`src/rtl/sigmoid_pkg.sv`:
```
// rtl/sigmoid_pkg.sv - shared types and constants for the sigmoid Wishbone initiator
package sigmoid_pkg;

    typedef enum logic [1:0] {
        IDLE  = 2'd0,
        WRITE = 2'd1,
        READ  = 2'd2,
        RESP  = 2'd3
    } state_t;

    localparam logic [31:0] SIGMOID_ADDR = 32'h3000_0000;
    localparam logic [3:0]  WB_SEL_ALL   = 4'hF;
    localparam int          X_W          = 8;
    localparam int          Y_W          = 16;

    // Sign-extend a sample to the 32-bit Wishbone data width.
    function automatic logic [31:0] sext_x(input logic [X_W-1:0] x);
        return {{(32-X_W){x[X_W-1]}}, x};
    endfunction

endpackage

```
`src/rtl/sigmoid_wb_initiator_if.sv`:
```
// rtl/sigmoid_wb_initiator_if.sv - sample/result streams and Wishbone classic bus
interface sigmoid_wb_initiator_if;
    import sigmoid_pkg::*;

    logic             in_valid;
    logic             in_ready;
    logic [X_W-1:0]   in_x;
    logic             out_valid;
    logic             out_ready;
    logic [Y_W-1:0]   out_y;
    logic             out_err;
    logic             busy_o;
    logic             wbm_cyc_o;
    logic             wbm_stb_o;
    logic             wbm_we_o;
    logic [3:0]       wbm_sel_o;
    logic [31:0]      wbm_adr_o;
    logic [31:0]      wbm_dat_o;
    logic [31:0]      wbm_dat_i;
    logic             wbm_ack_i;

    // Initiator side: consumes samples, produces results, masters the bus.
    modport master (
        input  in_valid, in_x, out_ready, wbm_dat_i, wbm_ack_i,
        output in_ready, out_valid, out_y, out_err, busy_o,
               wbm_cyc_o, wbm_stb_o, wbm_we_o, wbm_sel_o, wbm_adr_o, wbm_dat_o
    );

    // Environment side: sample producer, result consumer and Wishbone slave.
    modport slave (
        output in_valid, in_x, out_ready, wbm_dat_i, wbm_ack_i,
        input  in_ready, out_valid, out_y, out_err, busy_o,
               wbm_cyc_o, wbm_stb_o, wbm_we_o, wbm_sel_o, wbm_adr_o, wbm_dat_o
    );

endinterface

```
`src/rtl/wb_timeout_ctr.sv`:
```
// rtl/wb_timeout_ctr.sv - per-transaction acknowledge timeout counter
module wb_timeout_ctr #(
    parameter int TIMEOUT = 16
) (
    input  logic clk,
    input  logic rst_n,
    input  logic clear,
    input  logic enable,
    output logic expired
);

    localparam int W = $clog2(TIMEOUT);
    localparam logic [W-1:0] LAST = W'(TIMEOUT - 1);

    logic [W-1:0] count;

    // Restart on every new bus phase, otherwise count cycles spent waiting for ack.
    always_ff @(posedge clk or negedge rst_n) begin
        if (!rst_n) begin
            count <= '0;
        end else if (clear) begin
            count <= '0;
        end else if (enable) begin
            count <= count + W'(1);
        end
    end

    assign expired = (count == LAST);

endmodule

```
`src/rtl/sigmoid_wb_initiator.sv`:
```
// rtl/sigmoid_wb_initiator.sv - streams samples to the sigmoid slave and returns results
module sigmoid_wb_initiator
    import sigmoid_pkg::*;
#(
    parameter logic [31:0] ADDR    = SIGMOID_ADDR,
    parameter int          TIMEOUT = 16
) (
    input  logic                    wb_clk_i,
    input  logic                    wb_rst_ni,
    sigmoid_wb_initiator_if.master  bus
);

    state_t          state;
    logic            cyc_q;
    logic            stb_q;
    logic            we_q;
    logic [3:0]      sel_q;
    logic [31:0]     adr_q;
    logic [31:0]     dat_q;
    logic [Y_W-1:0]  y_q;
    logic            err_q;

    logic            ack;
    logic            tmo_clear;
    logic            tmo_enable;
    logic            tmo_expired;

    // Ack only matters while a strobe is out; elsewhere it is ignored by the FSM.
    assign ack        = bus.wbm_ack_i;
    assign tmo_clear  = ((state == IDLE) && bus.in_valid) || ((state == WRITE) && ack);
    assign tmo_enable = ((state == WRITE) || (state == READ)) && !ack;

    wb_timeout_ctr #(
        .TIMEOUT (TIMEOUT)
    ) u_timeout (
        .clk     (wb_clk_i),
        .rst_n   (wb_rst_ni),
        .clear   (tmo_clear),
        .enable  (tmo_enable),
        .expired (tmo_expired)
    );

    // Transaction sequencer: write sample, read result, hold result until consumed.
    always_ff @(posedge wb_clk_i or negedge wb_rst_ni) begin
        if (!wb_rst_ni) begin
            state <= IDLE;
            cyc_q <= 1'b0;
            stb_q <= 1'b0;
            we_q  <= 1'b0;
            sel_q <= '0;
            adr_q <= '0;
            dat_q <= '0;
            y_q   <= '0;
            err_q <= 1'b0;
        end else begin
            case (state)
                IDLE: begin
                    if (bus.in_valid) begin
                        state <= WRITE;
                        cyc_q <= 1'b1;
                        stb_q <= 1'b1;
                        we_q  <= 1'b1;
                        sel_q <= WB_SEL_ALL;
                        adr_q <= ADDR;
                        dat_q <= sext_x(bus.in_x);
                    end
                end
                WRITE: begin
                    if (ack) begin
                        state <= READ;
                        we_q  <= 1'b0;
                        dat_q <= '0;
                    end else if (tmo_expired) begin
                        // Abandon the sample entirely; the read phase is skipped.
                        state <= RESP;
                        cyc_q <= 1'b0;
                        stb_q <= 1'b0;
                        we_q  <= 1'b0;
                        sel_q <= '0;
                        adr_q <= '0;
                        dat_q <= '0;
                        y_q   <= '0;
                        err_q <= 1'b1;
                    end
                end
                READ: begin
                    if (ack || tmo_expired) begin
                        // Ack has priority over a same-cycle expiry.
                        state <= RESP;
                        cyc_q <= 1'b0;
                        stb_q <= 1'b0;
                        sel_q <= '0;
                        adr_q <= '0;
                        y_q   <= ack ? bus.wbm_dat_i[Y_W-1:0] : '0;
                        err_q <= !ack;
                    end
                end
                RESP: begin
                    if (bus.out_ready) begin
                        state <= IDLE;
                    end
                end
                default: state <= IDLE;
            endcase
        end
    end

    assign bus.in_ready  = (state == IDLE);
    assign bus.out_valid = (state == RESP);
    assign bus.busy_o    = (state == WRITE) || (state == READ);
    assign bus.out_y     = y_q;
    assign bus.out_err   = err_q;
    assign bus.wbm_cyc_o = cyc_q;
    assign bus.wbm_stb_o = stb_q;
    assign bus.wbm_we_o  = we_q;
    assign bus.wbm_sel_o = sel_q;
    assign bus.wbm_adr_o = adr_q;
    assign bus.wbm_dat_o = dat_q;

endmodule

```
`src/flat_wrapper.sv`:
```
// flat-port wrapper written by rule: the top's interface ports become plain ports
module sigmoid_wb_initiator_flat import sigmoid_pkg::*;
#(
    parameter logic [31:0] ADDR    = SIGMOID_ADDR,
    parameter int          TIMEOUT = 16
)
  (wb_clk_i, wb_rst_ni, bus_in_valid, bus_in_x, bus_out_ready, bus_wbm_dat_i, bus_wbm_ack_i, bus_in_ready, bus_out_valid, bus_out_y, bus_out_err, bus_busy_o, bus_wbm_cyc_o, bus_wbm_stb_o, bus_wbm_we_o, bus_wbm_sel_o, bus_wbm_adr_o, bus_wbm_dat_o);
  sigmoid_wb_initiator_if bus_i ();
  input  logic wb_clk_i;
  input  logic wb_rst_ni;
  input wire logic [$bits(bus_i.in_valid)-1:0] bus_in_valid;
  input wire logic [$bits(bus_i.in_x)-1:0] bus_in_x;
  input wire logic [$bits(bus_i.out_ready)-1:0] bus_out_ready;
  input wire logic [$bits(bus_i.wbm_dat_i)-1:0] bus_wbm_dat_i;
  input wire logic [$bits(bus_i.wbm_ack_i)-1:0] bus_wbm_ack_i;
  output wire logic [$bits(bus_i.in_ready)-1:0] bus_in_ready;
  output wire logic [$bits(bus_i.out_valid)-1:0] bus_out_valid;
  output wire logic [$bits(bus_i.out_y)-1:0] bus_out_y;
  output wire logic [$bits(bus_i.out_err)-1:0] bus_out_err;
  output wire logic [$bits(bus_i.busy_o)-1:0] bus_busy_o;
  output wire logic [$bits(bus_i.wbm_cyc_o)-1:0] bus_wbm_cyc_o;
  output wire logic [$bits(bus_i.wbm_stb_o)-1:0] bus_wbm_stb_o;
  output wire logic [$bits(bus_i.wbm_we_o)-1:0] bus_wbm_we_o;
  output wire logic [$bits(bus_i.wbm_sel_o)-1:0] bus_wbm_sel_o;
  output wire logic [$bits(bus_i.wbm_adr_o)-1:0] bus_wbm_adr_o;
  output wire logic [$bits(bus_i.wbm_dat_o)-1:0] bus_wbm_dat_o;
  assign bus_i.in_valid = bus_in_valid;
  assign bus_i.in_x = bus_in_x;
  assign bus_i.out_ready = bus_out_ready;
  assign bus_i.wbm_dat_i = bus_wbm_dat_i;
  assign bus_i.wbm_ack_i = bus_wbm_ack_i;
  assign bus_in_ready = bus_i.in_ready;
  assign bus_out_valid = bus_i.out_valid;
  assign bus_out_y = bus_i.out_y;
  assign bus_out_err = bus_i.out_err;
  assign bus_busy_o = bus_i.busy_o;
  assign bus_wbm_cyc_o = bus_i.wbm_cyc_o;
  assign bus_wbm_stb_o = bus_i.wbm_stb_o;
  assign bus_wbm_we_o = bus_i.wbm_we_o;
  assign bus_wbm_sel_o = bus_i.wbm_sel_o;
  assign bus_wbm_adr_o = bus_i.wbm_adr_o;
  assign bus_wbm_dat_o = bus_i.wbm_dat_o;
  sigmoid_wb_initiator #(.ADDR(ADDR), .TIMEOUT(TIMEOUT)) u_core (.wb_clk_i(wb_clk_i), .wb_rst_ni(wb_rst_ni), .bus(bus_i));
endmodule
```
`config.mk`:
```
export PLATFORM = sky130hd
export DESIGN_NAME = sigmoid_wb_initiator_flat
export DESIGN_NICKNAME = d
export VERILOG_FILES = /design/src/rtl/sigmoid_pkg.sv /design/src/rtl/sigmoid_wb_initiator_if.sv /design/src/rtl/wb_timeout_ctr.sv /design/src/rtl/sigmoid_wb_initiator.sv /design/src/flat_wrapper.sv
export SDC_FILE = /design/constraint.sdc
export NUM_CORES = 1
export LEC_CHECK = 0
export ABC_AREA = 1
export BUFFER_PORTS_ARGS = -buffer_cell sky130_fd_sc_hd__buf_4
export CAP_MARGIN = 20
export CELL_PAD_IN_SITES_DETAIL_PLACEMENT = 1
export CELL_PAD_IN_SITES_GLOBAL_PLACEMENT = 2
export CORE_AREA = 2 2 89 125
export DETAILED_ROUTE_END_ITERATION = 10
export DIE_AREA = 0 0 91 127
export PLACE_DENSITY_LB_ADDON = 0.1
export SLEW_MARGIN = 40
export SYNTH_ARGS = -nofsm -noshare
export SYNTH_HDL_FRONTEND = slang
export SYNTH_SLANG_ARGS = --single-unit
```
`constraint.sdc`:
```
create_clock -name wb_clk_i -period 1.5 [get_ports wb_clk_i]
set_input_delay 0.3 -clock wb_clk_i [delete_from_list [all_inputs] [get_ports wb_clk_i]]
set_output_delay 0.3 -clock wb_clk_i [all_outputs]
set_load 0.005 [all_outputs]
```
Word-level counts from Yosys, hierarchy flattened
Cells that the tools add are included.

Register bits: 93. Bits in latches: 0. RAM bits: 0. ROM bits: 0. Bits of input ports: 45. Logic and storage cells: 73. Memories kept: 0.

Add/subtract/negate cells: 1. Multipliers: 0. Divide/modulo/power cells: 0. Order comparisons: 0. Equal/unequal tests: 10. Shift-type cells: 0. Multiplexer cells: 37. Bitwise operators: 0. Reductions and logical operators: 16.

Operator list (number): $mux W32 (6); $pmux W32 S3 (1); $mux W16 (4); $pmux W32 S2 (1); $pmux W16 S2 (1); $mux W4 (6); $pmux W4 S3 (1); $mux W2 (5); $mux W1 (8); $pmux W2 S4 (1); $reduce_and A4 Y1 (2); $ne A2 B2 Y1 const B (3); $reduce_bool A2 Y1 (3); $reduce_and A5 Y1 (1); $add A4 B1 Y4 const B (1); $eq A2 B2 Y1 const B (2); $eq A4 B4 Y1 const B (1); $ne A2 B1 Y1 const B (2); $pmux W1 S2 (2); $logic_and A1 B1 Y1 (3); $logic_or A1 B1 Y1 (3); $ne A3 B2 Y1 const B (1); $pmux W1 S3 (1); $reduce_and A3 Y1 (1); other kinds (4) (4).

Depth between registers and ports, before layout
Depth after elaboration: 5. Gate-level depth with buffers: 9.

Hierarchy
A second synthesis with hierarchy kept.

Cell total of the unflattened synthesis: 250. Area, all modules: 2097.0 µm².

Modules (own cells, without submodules): sigmoid_wb_initiator (instances 1, cells each 224, area each 1885.6 µm², seq. area each 725.7 µm²); wb_timeout_ctr (instances 1, cells each 26, area each 211.5 µm², seq. area each 100.1 µm²).

Worst setup path after synthesis
No wires, ideal clock.

Path type: reg2reg. Start: register u_core.state[1]. End: register u_core.y_q[15], in the netlist u_core.bus.out_y[15]. Arrival time: 1.402 ns. Data required time: 1.384 ns. Setup slack: -0.018 ns. Cell stages (with the launch flop): 10. Path buffers: 3. Path through: dfrtp_1 > inv_1 > ha_1 > inv_2 > buf_6 > and3_4 > buf_6 > buf_6 > nand2_1 > nand2_1.

Cells in the longest elaborated chain, start to end: 3. Elaborated cells on any way between the ends: 8. Those cells by class: eq/ne: 5; mux: 1; reduce/logical: 2.

Ends and longest elaborated chain: start, declared (line sigmoid_wb_initiator.sv:13) `state_t state;`; start signal, assigned (line sigmoid_wb_initiator.sv:46) `state <= IDLE;`; start signal, assigned (line sigmoid_wb_initiator.sv:59) `state <= WRITE;`; start signal, assigned (line sigmoid_wb_initiator.sv:70) `state <= READ;`; $eq A2 B1 Y1 or $eq A2 B2 Y1 (tied branches) (line sigmoid_wb_initiator.sv:56) `case (state)`; $ne A2 B1 Y1 (no line) (tied with other cells); $reduce_and A4 Y1 (no line); end signal, assigned (line sigmoid_wb_initiator.sv:94) `y_q <= ack ? bus.wbm_dat_i[Y_W-1:0] : '0;`; end, declared (line sigmoid_wb_initiator.sv:20) `logic [Y_W-1:0] y_q;`.

Several ways; a longest one is shown, not always the timed one. A chain may end at the register's enable or synchronous reset.

Worst setup path in the final report
Start: register u_core.state[0]. End: output bus_out_valid.

Cells in the longest elaborated chain, start to end: 1.

Ends and longest elaborated chain: $eq A2 B2 Y1 (line sigmoid_wb_initiator.sv:109) `assign bus.out_valid = (state == RESP);`; end, declared (line flat_wrapper.sv:17) `output wire logic [$bits(bus_i.out_valid)-1:0] bus_out_valid;`.

No other way between the ends.

==> results.json <==
{
  "status": "complete, no violations",
  "numCtsBuffers": 5,
  "synth_simple_gate_area_frac": 0.208,
  "cts_tree": "done",
  "fin_util": 0.281,
  "grt_usage": 0.0946,
  "htree_levels": 2,
  "drv_slew": 0,
  "drt_pass1_iterations": 4,
  "grt_setup_unrepaired": "yes",
  "grt_pass1_wl_um": 8630,
  "post-route-period-util": 0.979,
  "avgSynthCellArea_um2": 8.47,
  "design_area_um2": 2910,
  "cp_cell_sequence": "buf_6 > buf_6 > ha_4 > buf_6",
  "coreArea_um2": 10300,
  "synth_top_area_share": 0.404,
  "slowest_stage": "dfrtp_1",
  "area_growth_pct": 42.3,
  "synth_flop_cell": "dfrtp_1",
  "vias_per_cell": 3.66,
  "setup_ws_ps": 30.9,
  "async_flop_share": 1.00,
  "synth_common_cells": "86 x nand2_1, 61 x buf_4, 33 x dfrtp_1",
  "p_leak_uw": 0.00159,
  "max_freq_ghz": 0.681,
  "synth_edf_count": 0,
  "r2r_start": "u_core.state[0]",
  "cp.required_ps": 1200,
  "power.density_nw_per_um2": 2080,
  "fin_cells": 460,
  "io_buffers": 89,
  "cp_max_fo": 3,
  "hold_class": "in -> reg",
  "r2r_setup_slack_ps": 90,
  "period_needed_ps": 1470,
  "startpoint_type": "flop",
  "antenna_found_initial": 0,
  "synth_mux_area_frac": 0,
  "whs_endpoint": "u_core.bus.out_y[8]",
  "cap_violations": 0,
  "numClockSinks": 33,
  "ys_seq_area_frac": 0.404,
  "cp.arrival_ps": 1170,
  "final_nets": 373,
  "synth_compound_area_frac": 0.0619,
  "synthAdderAreaFrac": 0.0429,
  "reg2regPathDepth": 8,
  "cpPeakStageDelay_ps": 400,
  "synth_area_leaders": "dfrtp_1 40%, buf_4 22%, nand2_1 16%",
  "ctsRootBufferMaster": "clkbuf_16",
  "path_common_cell": "buf_6",
  "dr.first_iter.drc_count": 34,
  "hold_viol_final": 0,
  "yosys_warnings": 0,
  "post-place-ws_ps": 9.54,
  "grt-ovfl-total": 0,
  "avgRoutedWirePerCell_um": 12.5,
  "grt_pass1_vias": 1652,
  "post_dp_cell_area_um2": 2610,
  "ir_worst_vdd_uv": 552,
  "dpl.cell_count": 446,
  "antenna_left": 0,
  "drive_above_1_share": 0.450,
  "num_rows": 44,
  "netlist_instances": 241,
  "globalplace.congestion": 0.694,
  "synthDistinctLibCells": 24,
  "setup_viol": 0,
  "grt_max_degree": 34,
  "hold_depth": 3,
  "yosys.area.top_type": "dfrtp_1",
  "clock_latency_ps": 280,
  "clk_pin_slew_worst_paths_ps": 60,
  "crit_type": "reg -> out",
  "synth.most_common_cell": "nand2_1",
  "io-pin-count": 136,
  "initial_core_util": 0.197,
  "dp_hpwl_um": 3990,
  "finClkSkew_ps": 5.48,
  "tns_ps": 0,
  "synth_seq_cells": 33,
  "vias": 1685,
  "worst_r2r_endpoint": "u_core.bus.out_y[0]",
  "dieArea_um2": 11600,
  "die_x_um": 91,
  "wl_um": 5760,
  "syn_area_um2": 2040,
  "hp-start": "bus_wbm_dat_i[8]",
  "critPathCaptureType": "primary output",
  "synth_xor_area_frac": 0.00858,
  "fillerInstances": 1282,
  "cts_buffer_depth": 2,
  "diodes": 0,
  "fp.dieH_um": 127,
  "drcViolationCount": 0,
  "synth_top_family_by_area": "buffers and inverters"
}
==> layout by cell type, fill, tap and decap left out, types with 3 or more instances in the layout <==
cell        n
inv_1      10
dfrtp_1    33
nand2_1    82
conb_1     30
o21ai_2     8
nand2_2     3
ha_1        3
clkbuf_16   5
nor2_1      5
buf_6       6
and3_4      3
nand3_1     3
nand3_2     3
buf_4      98
inv_2       3
==> layer usage <==
layer  up-vias  wire length, um  global-route usage
met2        73             2870               0.164
met1       790             2420               0.111
met3         6              383              0.0265
met4         0               90              0.0348
met5         -                0                   0
li1        816                -                   -
==> power by group <==
group / internal (uW) / total (uW) / switching (uW)
sequential: 1290 / 1540 / 252
clock: 609 / 1010 / 405
combinational: 1830 / 3500 / 1670
total: 3730 / 6060 / 2330
==> registers in the layout (all words and copies together) (netlist names) <==
register and flops:
u_core.bus.wbm_we_o 1, u_core.bus.out_err 1, u_core.bus.wbm_dat_o 8, u_core.bus.wbm_sel_o 1
u_core.bus.out_y 16, u_core.state 2, u_core.u_timeout.count 4
==> cells by family (layout without fill, tap and decap cells) <==
family / after synthesis / count (layout)
other: 1 / 30
flip-flops: 33 / 33
adder cells (fa/ha/maj): 7 / 7
AO/OA/AOI/OAI: 16 / 16
buffers and inverters: 79 / 127
AND/OR/NAND/NOR: 103 / 107
XOR/XNOR: 2 / 2
==> what timing repair did <==
item,CTS,global route
buffers inserted,2,0
resized for setup,9,16
cloned,1,3
pin swaps,1,6
hold buffers,1,0
setup endpoints to repair,10,50
endpoints found under the hold margin,23,0
==> through the flow <==
step | power (uW) | hold WS, ps
4_1_cts | 6020 | 218
2_1_floorplan | 3550 | 4.41
5_1_grt | 6630 | 230
6_report | 6060 | 223
3_3_place_gp | 4760 | 302
3_5_place_dp | 4780 | 295
==> critical path: cells and delay by family (launching register included) <==
kind                     cells  cell delay (ps)
buffers and inverters        3              350
adder cells (fa/ha/maj)      1              150
flip-flops                   1              400
==> layout make-up <==
type	instances	area [um^2]	area share
clock buffer	5	125	0.0430
clock inverter	3	17.5	0.00603
inverter	13	48.8	0.0168
multi-input combinational	162	883	0.304
sequential	33	826	0.284
tap	138	173	0.0594
timing repair buffer	106	833	0.287
==> how the worst max path moves through the flow <==
stage                                    endpoint  slack, ps             from  cells after the start
after floorplan              u_core.bus.out_y[15]          9  u_core.state[1]                      9
after detailed placement  u_core.bus.wbm_dat_o[3]         10  u_core.state[1]                      8
final                               bus_out_valid         30  u_core.state[0]                      4
after global routing              u_core.state[0]         -9  u_core.state[1]                      9
after CTS                           bus_out_valid        -30  u_core.state[0]                      4
after global placement    u_core.bus.wbm_dat_o[2]         10  u_core.state[1]                      8
Note: power is estimated with default switching activity, not from simulation.
